===== config.mk =====
export PLATFORM = sky130hd
export DESIGN_NAME = instr_sequencer_flat
export DESIGN_NICKNAME = d
export VERILOG_FILES = /design/src/rtl/instr_sequencer_if.sv /design/src/rtl/instr_sequencer.sv /design/src/flat_wrapper.sv
export SDC_FILE = /design/constraint.sdc
export NUM_CORES = 1
export LEC_CHECK = 0
export BUFFER_PORTS_ARGS = -buffer_cell sky130_fd_sc_hd__buf_2
export CAP_MARGIN = 5
export CORE_ASPECT_RATIO = 1.5
export CORE_MARGIN = 2
export CORE_UTILIZATION = 61
export CTS_CLUSTER_DIAMETER = 200
export DETAILED_ROUTE_END_ITERATION = 6
export PLACE_DENSITY = 0.79
export SLEW_MARGIN = 20
export SYNTH_ARGS = -nofsm -noshare
export SYNTH_HDL_FRONTEND = slang
export SYNTH_SLANG_ARGS = --single-unit

===== constraint.sdc =====
create_clock -name clk -period 4.5 [get_ports clk]
set_clock_uncertainty 0.2 [all_clocks]
set_input_delay 0.225 -clock clk [delete_from_list [all_inputs] [get_ports clk]]
set_output_delay 0.225 -clock clk [all_outputs]
set_load 0.01 [all_outputs]

===== src/rtl/instr_sequencer_if.sv =====
// Handshake bundle between the instruction sequencer and its environment:
// program load port, start command, processor issue/return signals and status.
// slave  : seen from the sequencer.
// master : seen from whoever drives the sequencer (host / processor side).
interface instr_sequencer_if #(
  parameter int ADDR_W = 4
);
  logic              load_en;
  logic [ADDR_W-1:0] load_addr;
  logic [23:0]       load_data;
  logic              start;
  logic              proc_ready;
  logic [7:0]        proc_result;
  logic [3:0]        proc_flags;
  logic [7:0]        opcode;
  logic [7:0]        operand1;
  logic [7:0]        operand2;
  logic [ADDR_W-1:0] pc;
  logic              busy;
  logic              done;
  logic [7:0]        last_result;
  logic [3:0]        last_flags;
  logic [ADDR_W:0]   retired;
  logic              timeout_err;

  modport slave (
    input  load_en, load_addr, load_data, start,
    input  proc_ready, proc_result, proc_flags,
    output opcode, operand1, operand2, pc, busy, done,
    output last_result, last_flags, retired, timeout_err
  );

  modport master (
    output load_en, load_addr, load_data, start,
    output proc_ready, proc_result, proc_flags,
    input  opcode, operand1, operand2, pc, busy, done,
    input  last_result, last_flags, retired, timeout_err
  );
endinterface


===== src/rtl/instr_sequencer.sv =====
// Program sequencer in front of the processor core. Holds a loadable
// {opcode, operand1, operand2} memory, issues one word at a time, waits for
// the processor's ready, retires result/flags, stops on HALT_OP or at the
// last address.
// Optional feature macro: SEQ_TIMEOUT_EN -- aborts a WAIT that lasts TIMEOUT
// cycles without an accepted ready and raises the sticky timeout_err.
module instr_sequencer #(
  parameter int         DEPTH   = 16,
  parameter int         ADDR_W  = 4,
  parameter int         TIMEOUT = 15,
  parameter logic [7:0] HALT_OP = 8'hFF
) (
  input logic            clk,
  input logic            reset,
  instr_sequencer_if.slave bus
);

  localparam int CNT_W = $clog2(TIMEOUT + 1);

  typedef enum logic [2:0] {
    S_IDLE,
    S_FETCH,
    S_WAIT,
    S_RETIRE,
    S_DONE
  } state_t;

  state_t            r_state;
  logic [23:0]       r_mem [DEPTH];
  logic [7:0]        r_opcode;
  logic [7:0]        r_operand1;
  logic [7:0]        r_operand2;
  logic [ADDR_W-1:0] r_pc;
  logic              r_busy;
  logic              r_done;
  logic [7:0]        r_last_result;
  logic [3:0]        r_last_flags;
  logic [ADDR_W:0]   r_retired;
  logic              r_timeout_err;
  // Counts WAIT cycles; zero marks the first WAIT cycle whose ready is stale.
  logic [CNT_W-1:0]  r_wait_cnt;

  logic              w_can_cmd;
  logic [23:0]       w_word;
  logic              w_accept;
  logic              w_last_addr;
  logic              w_expire;

  assign w_can_cmd   = (r_state == S_IDLE) || (r_state == S_DONE);
  assign w_word      = r_mem[r_pc];
  assign w_accept    = (r_wait_cnt != '0) && bus.proc_ready;
  assign w_last_addr = (r_pc == ADDR_W'(DEPTH - 1));

`ifdef SEQ_TIMEOUT_EN
  // Last allowed WAIT cycle: counter value TIMEOUT-1 is the TIMEOUT-th cycle.
  assign w_expire = (r_wait_cnt == CNT_W'(TIMEOUT - 1));
`else
  assign w_expire = 1'b0;
`endif

  // Program memory write port; contents deliberately survive reset.
  always_ff @(posedge clk) begin
    if (bus.load_en && w_can_cmd) begin
      r_mem[bus.load_addr] <= bus.load_data;
    end
  end

  // Sequencer FSM with all outputs held in registers.
  always_ff @(posedge clk or posedge reset) begin
    if (reset) begin
      r_state       <= S_IDLE;
      r_opcode      <= '0;
      r_operand1    <= '0;
      r_operand2    <= '0;
      r_pc          <= '0;
      r_busy        <= 1'b0;
      r_done        <= 1'b0;
      r_last_result <= '0;
      r_last_flags  <= '0;
      r_retired     <= '0;
      r_timeout_err <= 1'b0;
      r_wait_cnt    <= '0;
    end else begin
      case (r_state)
        S_IDLE, S_DONE: begin
          if (bus.start) begin
            r_pc          <= '0;
            r_retired     <= '0;
            r_timeout_err <= 1'b0;
            r_busy        <= 1'b1;
            r_done        <= 1'b0;
            r_state       <= S_FETCH;
          end
        end
        S_FETCH: begin
          if (w_word[23:16] == HALT_OP) begin
            // HALT is never issued; operand outputs keep the previous word.
            r_busy  <= 1'b0;
            r_done  <= 1'b1;
            r_state <= S_DONE;
          end else begin
            r_opcode   <= w_word[23:16];
            r_operand1 <= w_word[15:8];
            r_operand2 <= w_word[7:0];
            r_wait_cnt <= '0;
            r_state    <= S_WAIT;
          end
        end
        S_WAIT: begin
          if (r_wait_cnt != '1) begin
            r_wait_cnt <= r_wait_cnt + 1'b1;
          end
          if (w_accept) begin
            r_last_result <= bus.proc_result;
            r_last_flags  <= bus.proc_flags;
            r_state       <= S_RETIRE;
          end else if (w_expire) begin
            // Abort without retiring; pc keeps the failing address.
            r_timeout_err <= 1'b1;
            r_busy        <= 1'b0;
            r_done        <= 1'b1;
            r_state       <= S_DONE;
          end
        end
        S_RETIRE: begin
          r_retired <= r_retired + 1'b1;
          if (w_last_addr) begin
            r_busy  <= 1'b0;
            r_done  <= 1'b1;
            r_state <= S_DONE;
          end else begin
            r_pc    <= r_pc + 1'b1;
            r_state <= S_FETCH;
          end
        end
        default: begin
          r_busy  <= 1'b0;
          r_done  <= 1'b0;
          r_state <= S_IDLE;
        end
      endcase
    end
  end

  assign bus.opcode      = r_opcode;
  assign bus.operand1    = r_operand1;
  assign bus.operand2    = r_operand2;
  assign bus.pc          = r_pc;
  assign bus.busy        = r_busy;
  assign bus.done        = r_done;
  assign bus.last_result = r_last_result;
  assign bus.last_flags  = r_last_flags;
  assign bus.retired     = r_retired;
  assign bus.timeout_err = r_timeout_err;

endmodule


===== src/flat_wrapper.sv =====
// flat-port wrapper written by rule: the top's interface ports become plain ports
module instr_sequencer_flat 
#(
  parameter int         DEPTH   = 16,
  parameter int         ADDR_W  = 4,
  parameter int         TIMEOUT = 15,
  parameter logic [7:0] HALT_OP = 8'hFF
)
  (clk, reset, bus_load_en, bus_load_addr, bus_load_data, bus_start, bus_proc_ready, bus_proc_result, bus_proc_flags, bus_opcode, bus_operand1, bus_operand2, bus_pc, bus_busy, bus_done, bus_last_result, bus_last_flags, bus_retired, bus_timeout_err);
  instr_sequencer_if #(.ADDR_W(ADDR_W)) bus_i ();
  input logic clk;
  input logic reset;
  input wire logic [$bits(bus_i.load_en)-1:0] bus_load_en;
  input wire logic [$bits(bus_i.load_addr)-1:0] bus_load_addr;
  input wire logic [$bits(bus_i.load_data)-1:0] bus_load_data;
  input wire logic [$bits(bus_i.start)-1:0] bus_start;
  input wire logic [$bits(bus_i.proc_ready)-1:0] bus_proc_ready;
  input wire logic [$bits(bus_i.proc_result)-1:0] bus_proc_result;
  input wire logic [$bits(bus_i.proc_flags)-1:0] bus_proc_flags;
  output wire logic [$bits(bus_i.opcode)-1:0] bus_opcode;
  output wire logic [$bits(bus_i.operand1)-1:0] bus_operand1;
  output wire logic [$bits(bus_i.operand2)-1:0] bus_operand2;
  output wire logic [$bits(bus_i.pc)-1:0] bus_pc;
  output wire logic [$bits(bus_i.busy)-1:0] bus_busy;
  output wire logic [$bits(bus_i.done)-1:0] bus_done;
  output wire logic [$bits(bus_i.last_result)-1:0] bus_last_result;
  output wire logic [$bits(bus_i.last_flags)-1:0] bus_last_flags;
  output wire logic [$bits(bus_i.retired)-1:0] bus_retired;
  output wire logic [$bits(bus_i.timeout_err)-1:0] bus_timeout_err;
  assign bus_i.load_en = bus_load_en;
  assign bus_i.load_addr = bus_load_addr;
  assign bus_i.load_data = bus_load_data;
  assign bus_i.start = bus_start;
  assign bus_i.proc_ready = bus_proc_ready;
  assign bus_i.proc_result = bus_proc_result;
  assign bus_i.proc_flags = bus_proc_flags;
  assign bus_opcode = bus_i.opcode;
  assign bus_operand1 = bus_i.operand1;
  assign bus_operand2 = bus_i.operand2;
  assign bus_pc = bus_i.pc;
  assign bus_busy = bus_i.busy;
  assign bus_done = bus_i.done;
  assign bus_last_result = bus_i.last_result;
  assign bus_last_flags = bus_i.last_flags;
  assign bus_retired = bus_i.retired;
  assign bus_timeout_err = bus_i.timeout_err;
  instr_sequencer #(.DEPTH(DEPTH), .ADDR_W(ADDR_W), .TIMEOUT(TIMEOUT), .HALT_OP(HALT_OP)) u_core (.clk(clk), .reset(reset), .bus(bus_i));
endmodule

==> results of run 1 <==
==> worst reg2reg max path, cell delays in order, from the launching register on <==
cell      delay (ns)
dfrtp_4         0.64
buf_12          0.38
mux4_2          0.62
a22oi_1         0.26
a22oi_1         0.25
a311oi_4        0.34
buf_4           0.36
mux2_1          0.36
==> cells by family after synthesis <==
kind of cell	count (synthesis)	share of synthesized area
multiplexers	160	0.182
other	1	0.000220
buffers and inverters	43	0.0147
AO/OA/AOI/OAI	50	0.0206
flip-flops	438	0.757
XOR/XNOR	4	0.00206
adder cells (fa/ha/maj)	4	0.00294
AND/OR/NAND/NOR	75	0.0205
==> cell type report <==
type                            instances  area, sq um
Sequential cell                       438        12900
Fill cell                            1521         7830
Multi-Input combinational cell        294         3940
Clock buffer                           57         1070
Timing Repair Buffer                  156         1050
Tap cell                              342          428
Clock inverter                         12         83.8
Inverter                                6         22.5
==> per-layer routing <==
metal	global-route usage	vias up	wire length (um)
met5	0	-	0
met3	0.0479	90	2820
li1	-	3526	-
met2	0.431	475	19200
met4	0.0899	0	1180
met1	0.343	4494	13700
==> flip-flops by register name, summed over array words and instances (netlist names) <==
| name | cells |
|---|---|
| u_core.bus.busy | 1 |
| u_core.bus.done | 1 |
| u_core.bus.last_flags | 4 |
| u_core.bus.last_result | 8 |
| u_core.bus.opcode | 8 |
| u_core.bus.operand1 | 8 |
| u_core.bus.operand2 | 8 |
| u_core.bus.pc | 4 |
| u_core.bus.retired | 5 |
| u_core.r_mem | 384 |
| u_core.r_state | 3 |
| u_core.r_wait_cnt | 4 |
==> path summary, 6_finish.rpt <==
kind	startpoint	to	slack [ns]	cells past startpoint
hold / removal	bus_proc_ready	u_core.r_state[0]$_DFFE_PP0P_	0.06	4
hold reg to reg	u_core.bus.opcode[0]$_DFFE_PP0P_	u_core.bus.opcode[0]$_DFFE_PP0P_	0.30	1
setup reg to reg	u_core.bus.pc[0]$_DFFE_PP0P_	u_core.bus.opcode[3]$_DFFE_PP0P_	0.98	7
min in group asynchronous	reset	u_core.bus.operand2[1]$_DFFE_PP0P_	0.26	4
setup / recovery	u_core.bus.pc[0]$_DFFE_PP0P_	u_core.bus.opcode[3]$_DFFE_PP0P_	0.98	7
max in group asynchronous	reset	u_core.bus.pc[1]$_DFFE_PP0P_	3.27	4
==> placed cells by master, fill, tap and decap left out, types with 7 or more instances in the layout <==
cell type / netlist / layout
a22oi_1: 7 / 7
mux2_4: 20 / 20
dfrtp_1: 54 / 52
nand3_1: 8 / 8
buf_2: 7 / 91
mux2_2: 12 / 12
a221oi_1: 10 / 10
nor2_2: 0 / 12
clkbuf_1: 13 / 14
dlygate4sd3_1: 0 / 38
mux4_1: 7 / 7
mux2i_1: 16 / 16
o21ai_0: 18 / 18
nand2_1: 25 / 25
buf_4: 1 / 26
mux4_2: 101 / 101
a21oi_1: 7 / 7
clkbuf_16: 0 / 39
edfxtp_1: 384 / 384
==> power by group through the flow <==
stage / clock [mW] / sequential (mW) / combinational (mW)
3_3_place_gp: 0 / 5.06 / 2.26
3_5_place_dp: 0 / 5.08 / 2.36
4_1_cts: 3.11 / 5.00 / 2.41
6_report: 3.08 / 5.01 / 2.39
5_1_grt: 3.25 / 5.04 / 2.54
2_1_floorplan: 0 / 5.02 / 1.76
==> reports/results.txt, run 1 <==
The post-route setup TNS came out at 0 ns. The commonest cells after synthesis are edfxtp_1 (384), mux4_2 (101), dfrtp_1 (54), nand2_1 (25), mux2_4 (20). For the final weighted congestion in routability-driven placement, the log shows 0.808. The total of flip-flops plus latches after synthesis was 438; the final count of negative-setup-slack endpoints was 0. The distinct cell type count of the synthesized netlist was 44; the residual DRC count was 0.

Across all layers, the routed design uses 8,585 vias. The share of total power consumed by net switching is 0.265. The time the final worst path needs with I/O delays and setup came out at 3.52 ns. The family with the most delay on the worst path was multiplexers. The tools report the number of standard cells after synthesis as 775. Total of max-cap violations: 0. The area growth from synthesis to layout is 14.5%. The endpoint class of the critical path was a register. The tools report the sequential-to-total area share from yosys stat as 0.757. The die covers 29,300 sq um. The clock transition at the register clock pins on the worst setup and hold paths after CTS was 0.07 ns.

The maximum count of clock buffers along a single path is 3. The number of antenna violations at the first check in global routing was 0; the final critical-path share of the clock period was 0.783. The logs give 4.71 ns for the data required time of the critical path and 0.478 for the share of power burned in registers. The run gives 2 as the number of levels the H-tree was split into.

From bottom edge to top edge, the die measures 209 um. The number of placed instances, taps included, is 1,198. Detailed placement ended at an HPWL of 20,500 um. During synthesis, Yosys emitted a total of 0 warnings. The tools report the clock network fraction of total power as 0.294.

The run gives 871 as the DRC marker count from the first detailed-route iteration. For the design internal power, the log shows 7.70 mW. Setup slack on the critical path of the routed design comes to 0.978 ns. The run gives 0.320 as the headroom to the max-slew limit. For the utilization after layout, the log shows 0.713. The biggest area contributor in the post-synthesis netlist is edfxtp_1. The logs give 17,000 sq um for the synthesized cell area and 17,900 sq um for the placed instance area. Once layout is complete, the cells apart from fillers number 1,305. The most numerous cell on the critical path is a22oi_1. Dividing the detail-routed wire length by the instance count gives 28.3 um.

Counting flops with a built-in enable in the synthesized netlist gives 384. When the netlist entered floorplanning its net count stood at 824. Setup repair after global routing left no endpoint under its margin. At the pin with the least slew margin, the transition time is 1.01 ns.

Hold repair after CTS inserted 38 buffers. The top flip-flop cell by instance count after synthesis is edfxtp_1. IR analysis of the VDD net gives a maximum drop of 0.000319 V. For this run, the slowest stage of the critical path takes 0.64 ns. The tools report the worst hold slack as 0.0554 ns. The number of hold violations in the final report is 0. In this run the count of I/O pins placed on the die edge is 93. The critical path in this run is classified as register to register. Measured along the x axis, the die boundary spans 140 um. The post-CTS setup repair buffer count is 0.

TritonCTS built the clock tree. The clock insertion delay at the later pin of the skew report was 0.54 ns. The power per standard cell area is 538 nW/um^2.

The global router's overall resource usage is 0.256. Summed over all layers, the global routing overflow is 0. The proportion of register bits with asynchronous set or reset after synthesis was 0.123; the number of input and output port buffers inserted was 91. The total number of nets in the final design came out at 984. Counting both buffers and inverters, the worst setup path holds a total of 2. The critical path goes through buf_12 -> mux4_2 -> a22oi_1 -> a22oi_1 -> a311oi_4 -> buf_4 -> mux2_1.

The most frequent cell after synthesis is edfxtp_1. After detailed routing, the number of vias per cell comes to 6.58. After floorplanning, the core was divided into 74 placement rows.

For the logic gate share of total power, the log shows 0.228. The achievable clock frequency was 284 MHz; the wire length of the first global-routing pass was 54,800 um. A synthesized cell averages 22.0 sq um. The maximum fanout along the worst path came out at 49. The area share of the largest cell type after synthesis works out to 0.677. The proportion of layout cells with a drive suffix above 1 works out to 0.337. In this run the remaining antenna-violating nets after routing total 0. The via count of the first global-routing pass is 8,843, and the final instance area is 19,500 sq um.

In this run the power spent charging and discharging nets is 2.77 mW. The number of max-slew violations in the final report came out at 0. Maximum number of pins on one net before global-route repair: 55. The standard cell with the maximum stage delay on the critical path was dfrtp_4.

In this run, post-CTS repair resized a total of 0 instances. The worst setup path is launched from a register. The run gives 0.623 as the initial core utilization.

The number of antenna diodes in the final layout is 0. The setup slack after placement was 0.970 ns. In this run the static leakage power is 6.57 nW. The routed wire length was 36,900 um. The number of clock buffers added by TritonCTS is 39.

Before antenna repair, the detailed router went through 5 iterations. For this design, the sink count on the clock tree is 438. The tools report the power after layout as 10.5 mW. For the data arrival time of the worst path, the log shows 3.73 ns.

By area the synthesized netlist is led by edfxtp_1 (68%), mux4_2 (13%), dfrtp_1 (7.9%), mux2_4 (1.8%), mux4_1 (1.1%). The floorplan step defined a core boundary enclosing 27,300 sq um. The run finished with clean final reports. The tree is rooted in a clkbuf_16.

The worst hold-check path type was primary input to register.
No activity file was read; power rests on OpenSTA's default activity.
==> run 2, diff against run 1 <==
clock period = 3.7 ns   (was 4.5 ns; I/O delays follow)
==> run 2 against run 1 <==
Core utilization is 1.1 points higher. Sequential cell count stayed put. Non-clock buffer count is 12 higher. Global-route usage is 1.1 points higher. Critical path depth stayed put. Design area is 1.5% higher. Sequential power is 21% higher. Clock power is 34% higher. Sequential share of layout area is 1.0 points lower. Critical endpoint is now u_core.bus.opcode[2]$_DFFE_PP0P_. Highest routed layer unchanged.
==> reports/results.txt, run 2 (synthesized netlist as in run 1, its figures left out) <==
Number of nets with antenna violations after routing: 0 (unchanged). The tools report the count of clock tree sinks as 438 (unchanged). The wire length of the first global-routing pass is 57,000 um (was 54,800 um). The kind of launch point of the worst setup path was a register (unchanged).

The final weighted congestion in routability-driven placement was 0.781 (was 0.808); the worst vdd rail ir drop was 0.000378 V (was 0.000319 V). The tools report the via count of the first global-routing pass as 9,042 (was 8,843). The time the final worst path needs with I/O delays and setup is 3.41 ns (was 3.52 ns). Routed wire length: 37,700 um (was 36,900 um). The logic gate share of total power came out at 0.226 (was 0.228).

The initial core utilization was 0.623 (unchanged); the number of levels the H-tree was split into was 2 (unchanged). The number of antenna repair diodes was 0 (unchanged); the share of total power consumed by net switching was 0.259 (was 0.265). The via count was 8,640 (was 8,585); the synthesis-to-layout area growth was 16.2% (was 14.5%). The tools report the placeable core area as 27,300 sq um (unchanged).

The average wire per standard cell came out at 28.6 um (was 28.3 um). The data arrival time of the worst path is 3.61 ns (was 3.73 ns). Top library cells by usage in the layout, fill and taps aside: edfxtp_1 (384), mux4_2 (101), buf_2 (91) (unchanged). The logs give 0 (unchanged) for the number of antenna violations at the first check in global routing and 1,209 (was 1,198) for the number of placed instances, taps included. The tools report the clock network fraction of total power as 0.313 (was 0.294). Setup repair after global routing left no endpoint under its margin. For the post-CTS setup repair buffer count, the log shows 0 (unchanged).

Number of standard cells in the final layout excluding fillers: 1,318 (was 1,305). For the design internal power, the log shows 9.77 mW (was 7.70 mW). The share of power burned in registers is 0.461 (was 0.478), and the final critical-path share of the clock period is 0.921 (was 0.783).

The tools report the endpoint class of the critical path as a register (unchanged). For the global route total overflow, the log shows 0 (unchanged). The tools report the clock insertion delay at the later pin of the skew report as 0.53 ns (was 0.54 ns).

The maximum count of clock buffers along a single path is 3 (unchanged). The register bank with the most flops was u_core.r_mem (unchanged). Post-route setup TNS: 0 ns (unchanged).

The floorplan row count was 74 (unchanged); the total of max-cap violations was 0 (unchanged). The mean number of vias per cell works out to 6.56 (was 6.58). Most common cell after layout, fill and taps aside: edfxtp_1 (unchanged). The post-cts resize count came out at 0 (unchanged). For the estimated wirelength of the detail-placed design, the log shows 20,700 um (was 20,500 um). The final worst setup slack is 0.291 ns (was 0.978 ns).

The run finished with clean final reports. The measured slew at the worst slew-check pin came out at 0.872 ns (was 1.01 ns). The number of top-level design ports was 93 (unchanged); the number of input and output port buffers inserted was 91 (unchanged). The logs give 3.41 mW (was 2.77 mW) for the net switching power and 3.90 ns (was 4.71 ns) for the data required time of the critical path. The standard cell with the maximum stage delay on the critical path is dfrtp_4 (unchanged). The logs give 293 MHz (was 284 MHz) for the achievable clock frequency and 0.418 (was 0.320) for the headroom to the max-slew limit.

The residual DRC count is 0 (unchanged). The run gives 1,446 (was 1,521) as the count of fill cells added during filler insertion. The total CTS buffers is 39 (unchanged), and the maximum fanout along the worst path is 39 (was 49).

The number of max-slew violations in the final report is 0 (unchanged). The standby leakage power is 6.71 nW (was 6.57 nW). The clock tree root buffer cell is clkbuf_16 (unchanged). The run gives 996 (was 984) as the total number of nets in the final design. TritonCTS built the clock tree. The logs give 0.311 ns (was 0.970 ns) for the setup slack after placement and 0 (unchanged) for the final count of negative-setup-slack endpoints. Vertical die dimension: 209 um (unchanged). The total iterations of the first detailed-routing run is 6 (was 5), and the highest cell delay on the worst timing path is 0.65 ns (was 0.64 ns). Type of the worst setup path: register to register (unchanged). The DRC marker count from the first detailed-route iteration was 909 (was 871); the overall die width was 140 um (unchanged). The proportion of layout cells with a drive suffix above 1 is 0.353 (was 0.337).

The power per standard cell area was 667 nW/um^2 (was 538 nW/um^2). The maximum number of pins on one net before global-route repair is 49 (was 55). Cell-by-cell listing of the critical path: buf_12 -> mux4_2 -> a22oi_1 -> a22oi_1 -> a311oi_4 -> buf_12 -> mux2_1 (was buf_12 -> mux4_2 -> a22oi_1 -> a22oi_1 -> a311oi_4 -> buf_4 -> mux2_1). Worst hold-check path type: primary input to register (unchanged). Number of flip-flops under the largest register name: 384 (unchanged).

The floorplan die area is 29,300 sq um (unchanged). Global router's overall resource usage: 0.267 (was 0.256). The clock transition at the register clock pins on the worst setup and hold paths after CTS was 0.07 ns (about the same); the number of hold violations in the final report was 0 (unchanged).
==> run 2: power groups by stage <==
stage                     Clock, mW  Combinational (mW)  Sequential [mW]
final                          4.13                2.97             6.08
after global routing           4.36                3.17             6.12
after CTS                      4.19                3.00             6.07
after detailed placement          0                2.93             6.17
after global placement            0                2.81             6.14
after floorplan                   0                2.15             6.10
==> run 2: metrics by stage <==
| step | utilization | hold slack (ns) | cell area [sq um] | power [mW] |
|---|---|---|---|---|
| after CTS | 0.724 | 0.0832 | 19800 | 13.3 |
| after floorplan | - | 0.0674 | 17000 | 8.25 |
| after global routing | 0.724 | 0.110 | 19800 | 13.7 |
| after global placement | 0.662 | 0.167 | 18100 | 8.94 |
| final | 0.724 | 0.0994 | 19800 | 13.2 |
| after detailed placement | 0.662 | 0.195 | 18100 | 9.09 |
==> run 2: cell type report <==
type	instances	area (sq um)	share of cell area
clock buffers	49	1040	0.0528
clock inverters	21	264	0.0133
inverters	6	22.5	0.00114
multi-input cells	294	3940	0.199
flip-flops and latches	438	12900	0.652
well taps	342	428	0.0216
repair buffers	168	1190	0.0603
==> run 2: metal layers <==
metal,track usage,up-vias,wire length (um),part of all wire
met5,0,-,0,0
met4,0.102,0,1350,0.036
met3,0.0417,99,2820,0.075
met2,0.448,484,19400,0.52
met1,0.361,4494,14100,0.37
li1,-,3563,-,-
==> run 2: what timing repair did <==
action / CTS / global route
setup endpoints to repair: 0 / 0
hold endpoints to repair: 438 / 0
hold buffers: 39 / 0
==> run 2: critical path: cells and delay by family, from the launching register on <==
| kind | cells | cell delay (ns) |
|---|---|---|
| buf+inv | 2 | 0.55 |
| mux | 2 | 0.90 |
| flops | 1 | 0.65 |
| compound gates | 3 | 0.94 |
==> run 2: path summary, 6_finish.rpt <==
| path | end | slack (ns) | depth (start not counted) | startpoint |
|---|---|---|---|---|
| worst max-delay path | u_core.bus.opcode[2]$_DFFE_PP0P_ | 0.29 | 7 | u_core.bus.pc[0]$_DFFE_PP0P_ |
| worst min-delay path | u_core.r_mem[0][20]$_DFFE_PP_ | 0.1 | 3 | bus_load_addr[0] |
| worst max register to register | u_core.bus.opcode[2]$_DFFE_PP0P_ | 0.29 | 7 | u_core.bus.pc[0]$_DFFE_PP0P_ |
| worst min register to register | u_core.bus.opcode[0]$_DFFE_PP0P_ | 0.30 | 1 | u_core.bus.opcode[0]$_DFFE_PP0P_ |
| max in group asynchronous | u_core.bus.operand2[2]$_DFFE_PP0P_ | 2.28 | 4 | reset |
| min in group asynchronous | u_core.bus.last_flags[0]$_DFFE_PP0P_ | 0.17 | 3 | reset |
